$ cat src/rtl/alu_issue_stage.sv
// ALU issue stage: operand select with bypass, operand register
// feeding the ALU, and a result register toward writeback.
module alu_issue_stage #(
  parameter int XLEN  = 32,
  parameter int FUN_W = 4,
  parameter int REG_W = 5
) (
  input  logic              clock,
  input  logic              reset_n,
  input  logic              flush,
  input  logic              in_valid,
  output logic              in_ready,
  input  logic [REG_W-1:0]  in_rs1_idx,
  input  logic [REG_W-1:0]  in_rs2_idx,
  input  logic [XLEN-1:0]   in_rs1,
  input  logic [XLEN-1:0]   in_rs2,
  input  logic [XLEN-1:0]   in_imm,
  input  logic [XLEN-1:0]   in_pc,
  input  logic              in_op1_sel,
  input  logic              in_op2_sel,
  input  logic [FUN_W-1:0]  in_fun,
  input  logic [REG_W-1:0]  in_rd,
  output logic              alu_valid,
  output logic [2*XLEN-1:0] alu_ops,
  output logic [FUN_W-1:0]  alu_fun,
  input  logic [XLEN-1:0]   alu_opd,
  output logic              out_valid,
  input  logic              out_ready,
  output logic [REG_W-1:0]  out_rd,
  output logic [XLEN-1:0]   out_data
);

  logic              s1_valid_q, s1_valid_d;
  logic [2*XLEN-1:0] s1_ops_q, s1_ops_d;
  logic [FUN_W-1:0]  s1_fun_q, s1_fun_d;
  logic [REG_W-1:0]  s1_rd_q, s1_rd_d;
  logic              s2_valid_q, s2_valid_d;
  logic [REG_W-1:0]  s2_rd_q, s2_rd_d;
  logic [XLEN-1:0]   s2_data_q, s2_data_d;

  logic            s2_free, s1_move, accept;
  logic            s1_live, s2_live;
  logic            s1_hit1, s2_hit1;
  logic            s1_hit2, s2_hit2;
  logic [XLEN-1:0] rs1_val, rs2_val;
  logic [XLEN-1:0] op1, op2;

  assign s2_free  = !s2_valid_q | out_ready;
  assign s1_move  = s1_valid_q & s2_free;
  assign in_ready = !s1_valid_q | s2_free;
  assign accept   = in_valid & in_ready & !flush;

  assign s1_live = s1_valid_q && (s1_rd_q != '0);
  assign s2_live = s2_valid_q && (s2_rd_q != '0);
  assign s1_hit1 = s1_live && (s1_rd_q == in_rs1_idx);
  assign s2_hit1 = s2_live && (s2_rd_q == in_rs1_idx);
  assign s1_hit2 = s1_live && (s1_rd_q == in_rs2_idx);
  assign s2_hit2 = s2_live && (s2_rd_q == in_rs2_idx);

  // rs1 bypass: younger S1 result wins over S2
  always_comb begin
    rs1_val = in_rs1;
    unique case (1'b1)
      s1_hit1:            rs1_val = alu_opd;
      s2_hit1 & !s1_hit1: rs1_val = s2_data_q;
      default:            ;
    endcase
  end

  // rs2 bypass: younger S1 result wins over S2
  always_comb begin
    rs2_val = in_rs2;
    unique case (1'b1)
      s1_hit2:            rs2_val = alu_opd;
      s2_hit2 & !s1_hit2: rs2_val = s2_data_q;
      default:            ;
    endcase
  end

  assign op1 = in_op1_sel ? in_pc  : rs1_val;
  assign op2 = in_op2_sel ? in_imm : rs2_val;

  // next state of both entries; flush kills everything
  always_comb begin
    s1_valid_d = s1_valid_q;
    s1_ops_d   = s1_ops_q;
    s1_fun_d   = s1_fun_q;
    s1_rd_d    = s1_rd_q;
    s2_valid_d = s2_valid_q;
    s2_rd_d    = s2_rd_q;
    s2_data_d  = s2_data_q;
    if (flush) begin
      s1_valid_d = 1'b0;
      s2_valid_d = 1'b0;
    end else begin
      if (s2_valid_q & out_ready) s2_valid_d = 1'b0;
      if (s1_move) begin
        s2_valid_d = 1'b1;
        s2_rd_d    = s1_rd_q;
        s2_data_d  = alu_opd;
      end
      if (accept) begin
        s1_valid_d = 1'b1;
        s1_ops_d   = {op2, op1};
        s1_fun_d   = in_fun;
        s1_rd_d    = in_rd;
      end else if (s1_move) begin
        s1_valid_d = 1'b0;
      end
    end
  end

  // state registers, cleared asynchronously
  always_ff @(posedge clock or negedge reset_n) begin
    if (!reset_n) begin
      s1_valid_q <= 1'b0;
      s1_ops_q   <= '0;
      s1_fun_q   <= '0;
      s1_rd_q    <= '0;
      s2_valid_q <= 1'b0;
      s2_rd_q    <= '0;
      s2_data_q  <= '0;
    end else begin
      s1_valid_q <= s1_valid_d;
      s1_ops_q   <= s1_ops_d;
      s1_fun_q   <= s1_fun_d;
      s1_rd_q    <= s1_rd_d;
      s2_valid_q <= s2_valid_d;
      s2_rd_q    <= s2_rd_d;
      s2_data_q  <= s2_data_d;
    end
  end

  assign alu_valid = s1_valid_q;
  assign alu_ops   = s1_ops_q;
  assign alu_fun   = s1_fun_q;
  assign out_valid = s2_valid_q;
  assign out_rd    = s2_rd_q;
  assign out_data  = s2_data_q;

endmodule

$ cat config.mk
export PLATFORM = sky130hd
export DESIGN_NAME = alu_issue_stage
export DESIGN_NICKNAME = d
export VERILOG_FILES = /design/src/rtl/alu_issue_stage.sv
export SDC_FILE = /design/constraint.sdc
export NUM_CORES = 1
export LEC_CHECK = 0
export CAP_MARGIN = 30
export CORE_MARGIN = 2
export CORE_UTILIZATION = 45
export DETAILED_ROUTE_END_ITERATION = 16
export PLACE_DENSITY = 0.85
export SLEW_MARGIN = 20
export SYNTH_ARGS = -nofsm -noshare
export SYNTH_HDL_FRONTEND = slang
export SYNTH_SLANG_ARGS = --single-unit
$ cat constraint.sdc
create_clock -name clock -period 4.4 [get_ports clock]
set_clock_uncertainty 0.05 [all_clocks]
set_input_delay 0.44 -clock clock [delete_from_list [all_inputs] [get_ports clock]]
set_output_delay 0.44 -clock clock [all_outputs]
set_load 0.02 [all_outputs]
==> results_dict.tcl <==
set metrics [dict create \
    slew_headroom_pct 33.48 \
    required_ns 4.58 \
    synth_cells 681 \
    cp-end-kind "flip-flop" \
    async_flop_share_pct 100.0 \
    drc 0 \
    power_density_nw_per_um2 367.7 \
    fp.dieH_um 123.1 \
    dr.pass1.iters 5 \
    holdBufCountCts 0 \
    h-tree-depth 3 \
    cp_num_buf_inv 0 \
    setup_viol 0 \
    cp_max_fo 66 \
    status "complete, no violations" \
    intPower_mw 2.319 \
    post-route-util_pct 70.08 \
    clock-sinks 112 \
    hold_viol_final 0 \
    final_nets 1117 \
    ys.warnings.count 0 \
    place_hpwl_um 16530 \
    max_cap_violations 0 \
    grt_usage_pct 32.83 \
    ir_drop_v 0.0002227 \
    antenna_left 0 \
    crit_chain "or4_1 -> o21a_4 -> nand3_2 -> a221oi_1 -> o22ai_1" \
    switching_share_pct 35.18 \
    ys_seq_area_share_pct 43.92 \
    synthDistinctLibCells 30 \
    stdcell_area_um2 9728 \
    n_fill_cell 1064 \
    io_buffers 293 \
    clockBufferDepth 2 \
    p_switching_mw 1.259 \
    clk_latency_ns 0.36 \
    rsz0062_at_grt "false" \
    start_kind "flip-flop" \
    grt_pass1_wl_um 38010 \
    drt_iter0_markers 799 \
    place_area_um2 9400 \
    core.rowCount 43 \
    drive_gt1_share_pct 11.22 \
    path_class "reg -> reg" \
    grt_pass1_vias 7022 \
    syn_nets 867 \
    path_delay_family "compound AO/OA/AOI/OAI gates" \
    seq_power_share_pct 38.1 \
    min_path_type "in -> async" \
    period_needed_ns 3.174 \
    cp_slowest_cell "nand3_2" \
    maxSlewViolCount 0 \
    route.detailed.wl_per_inst_um 22.84 \
    pin_count 294 \
    period_share_pct 72.13 \
    syn_area_um2 6381 \
    vias 7133 \
    p_comb_share_pct 37.4 \
    cts_inserted_buffers 9 \
    setup_tns_ns 0 \
    design.core.area_um2 13880 \
    syn_avg_cell_area_um2 9.370 \
    die_x_um 123.1 \
    arrival_ns 3.36 \
    vias_per_cell 6.392 \
    tightest_slew_ns 0.9979 \
    antenna_cells 0 \
    pre_cts_slack_ns 1.119 \
    grt_max_degree 76 \
    clock_power_share_pct 24.5 \
    die_area_um2 15150 \
    grt-ovfl-total 0 \
    antenna_found_initial 0 \
    ys.flop_type "dfrtp_1" \
    post_cts_resized 0 \
    fin_ws_ns 1.226 \
    post_cts_buffers 0 \
    cts_tree "done" \
    start_util_pct 45.97 \
    slowest_delay_ns 0.91 \
    clkSlewWorstSetupHoldPaths_ns 0.08 \
    ys_ff_latch 112 \
    max_freq_ghz 0.3151 \
    p_leak_nw 3.940 \
    synth-edff-count 0 \
    cts_root_buf "clkbuf_16" \
    area_growth_pct 52.45 \
    routed_wl_um 25490 \
    gp_congestion 0.8589 \
]
[final timing paths]
path / depth (start not counted) / to / startpoint / slack, ns
max: 5 / alu_ops[18]$_DFFE_PN0P_ / out_rd[3]$_DFFE_PN0P_ / 1.23
min: 2 / alu_ops[39]$_DFFE_PN0P_ / reset_n / 0.17
max reg2reg: 5 / alu_ops[18]$_DFFE_PN0P_ / out_rd[3]$_DFFE_PN0P_ / 1.23
min reg2reg: 2 / alu_fun[1]$_DFFE_PN0P_ / alu_fun[1]$_DFFE_PN0P_ / 0.43
max in group asynchronous: 2 / alu_ops[23]$_DFFE_PN0P_ / reset_n / 3.59
min in group clock: 2 / alu_fun[1]$_DFFE_PN0P_ / alu_fun[1]$_DFFE_PN0P_ / 0.43
[layer usage]
| layer | vias up | GRT usage, % | wire, um | part of all wire, % |
|---|---|---|---|---|
| met3 | 79 | 7.196 | 2855 | 11 |
| met2 | 568 | 53.00 | 12060 | 47 |
| met1 | 3420 | 41.55 | 9721 | 38 |
| li1 | 3066 | - | - | - |
| met5 | - | 0 | 0 | 0 |
| met4 | 0 | 16.55 | 846 | 3.3 |
[power groups by stage]
stage	Combinational (mW)	Clock, mW	Sequential, mW
3_5_place_dp	1.32	0	1.37
2_1_floorplan	0.418	0	1.54
3_3_place_gp	1.30	0	1.37
6_report	1.34	0.877	1.36
4_1_cts	1.33	0.874	1.36
5_1_grt	1.41	0.907	1.38
[flip-flops by register name, summed over array words and instances, names as in the netlist]
register and count:
alu_valid 1, out_valid 1, alu_ops 64, out_rd 5
out_data 32, alu_fun 4, s1_rd_q 5
[cells by family after synthesis]
family | Yosys count | synth area share, %
muxes | 37 | 6.529
DFF | 112 | 43.92
AOI/OAI and AO/OA | 259 | 27.20
and+or+nand+nor | 181 | 13.96
xor gates and xnor gates | 20 | 2.745
buffers and inverters | 72 | 5.647
[stage by stage]
stage               std cells  total power, mW  hold WS [ns]
floorplan                 681            1.961       0.09441
global placement         1097            2.669        0.4196
detailed placement       1099            2.694        0.4140
CTS                      1115            3.558        0.2004
global route             1116            3.701        0.2359
finish                   1116            3.577        0.1731
[cell usage after synthesis, types with 2 or more instances]
master      n  area (um^2)
a221oi_2   18        270.3
a221oi_1   46        402.9
and3_1     64        400.4
or4_1       2        15.01
nand3_1     4        20.02
buf_2      15        75.07
xnor2_1    10        87.58
o22ai_1    64        400.4
buf_6       8        90.09
xor2_1     10        87.58
nor3b_1     2        15.01
nor3_2      2        20.02
buf_4       3        22.52
nand2_1    28        105.1
o21ai_0    64        320.3
dfrtp_1   112         2803
mux2_2     37        416.7
clkbuf_1   45        168.9
a21oi_1    64        320.3
nor2_1     73        274.0
[area by class of cell]
class / count / area [um^2] / area share [%]
clock buffer: 11 / 252.7 / 2.598
multi-input combinational: 497 / 3283 / 33.75
inverter: 1 / 3.754 / 0.03859
clock inverter: 5 / 55.05 / 0.5659
timing repair buffer: 310 / 3105 / 31.92
tap: 180 / 225.2 / 2.315
sequential: 112 / 2803 / 28.81
[cell usage in the layout, fill, tap and decap left out, drive strengths merged, types with 11 or more instances in the layout]
master,instances
clkdlybuf4s50,291
dfrtp,112
nor2,73
o21ai,65
and3,64
a21oi,64
o22ai,64
a221oi,64
mux2,37
nand2,28
buf,19
clkbuf,11
Power figures use the tool's default switching activity.
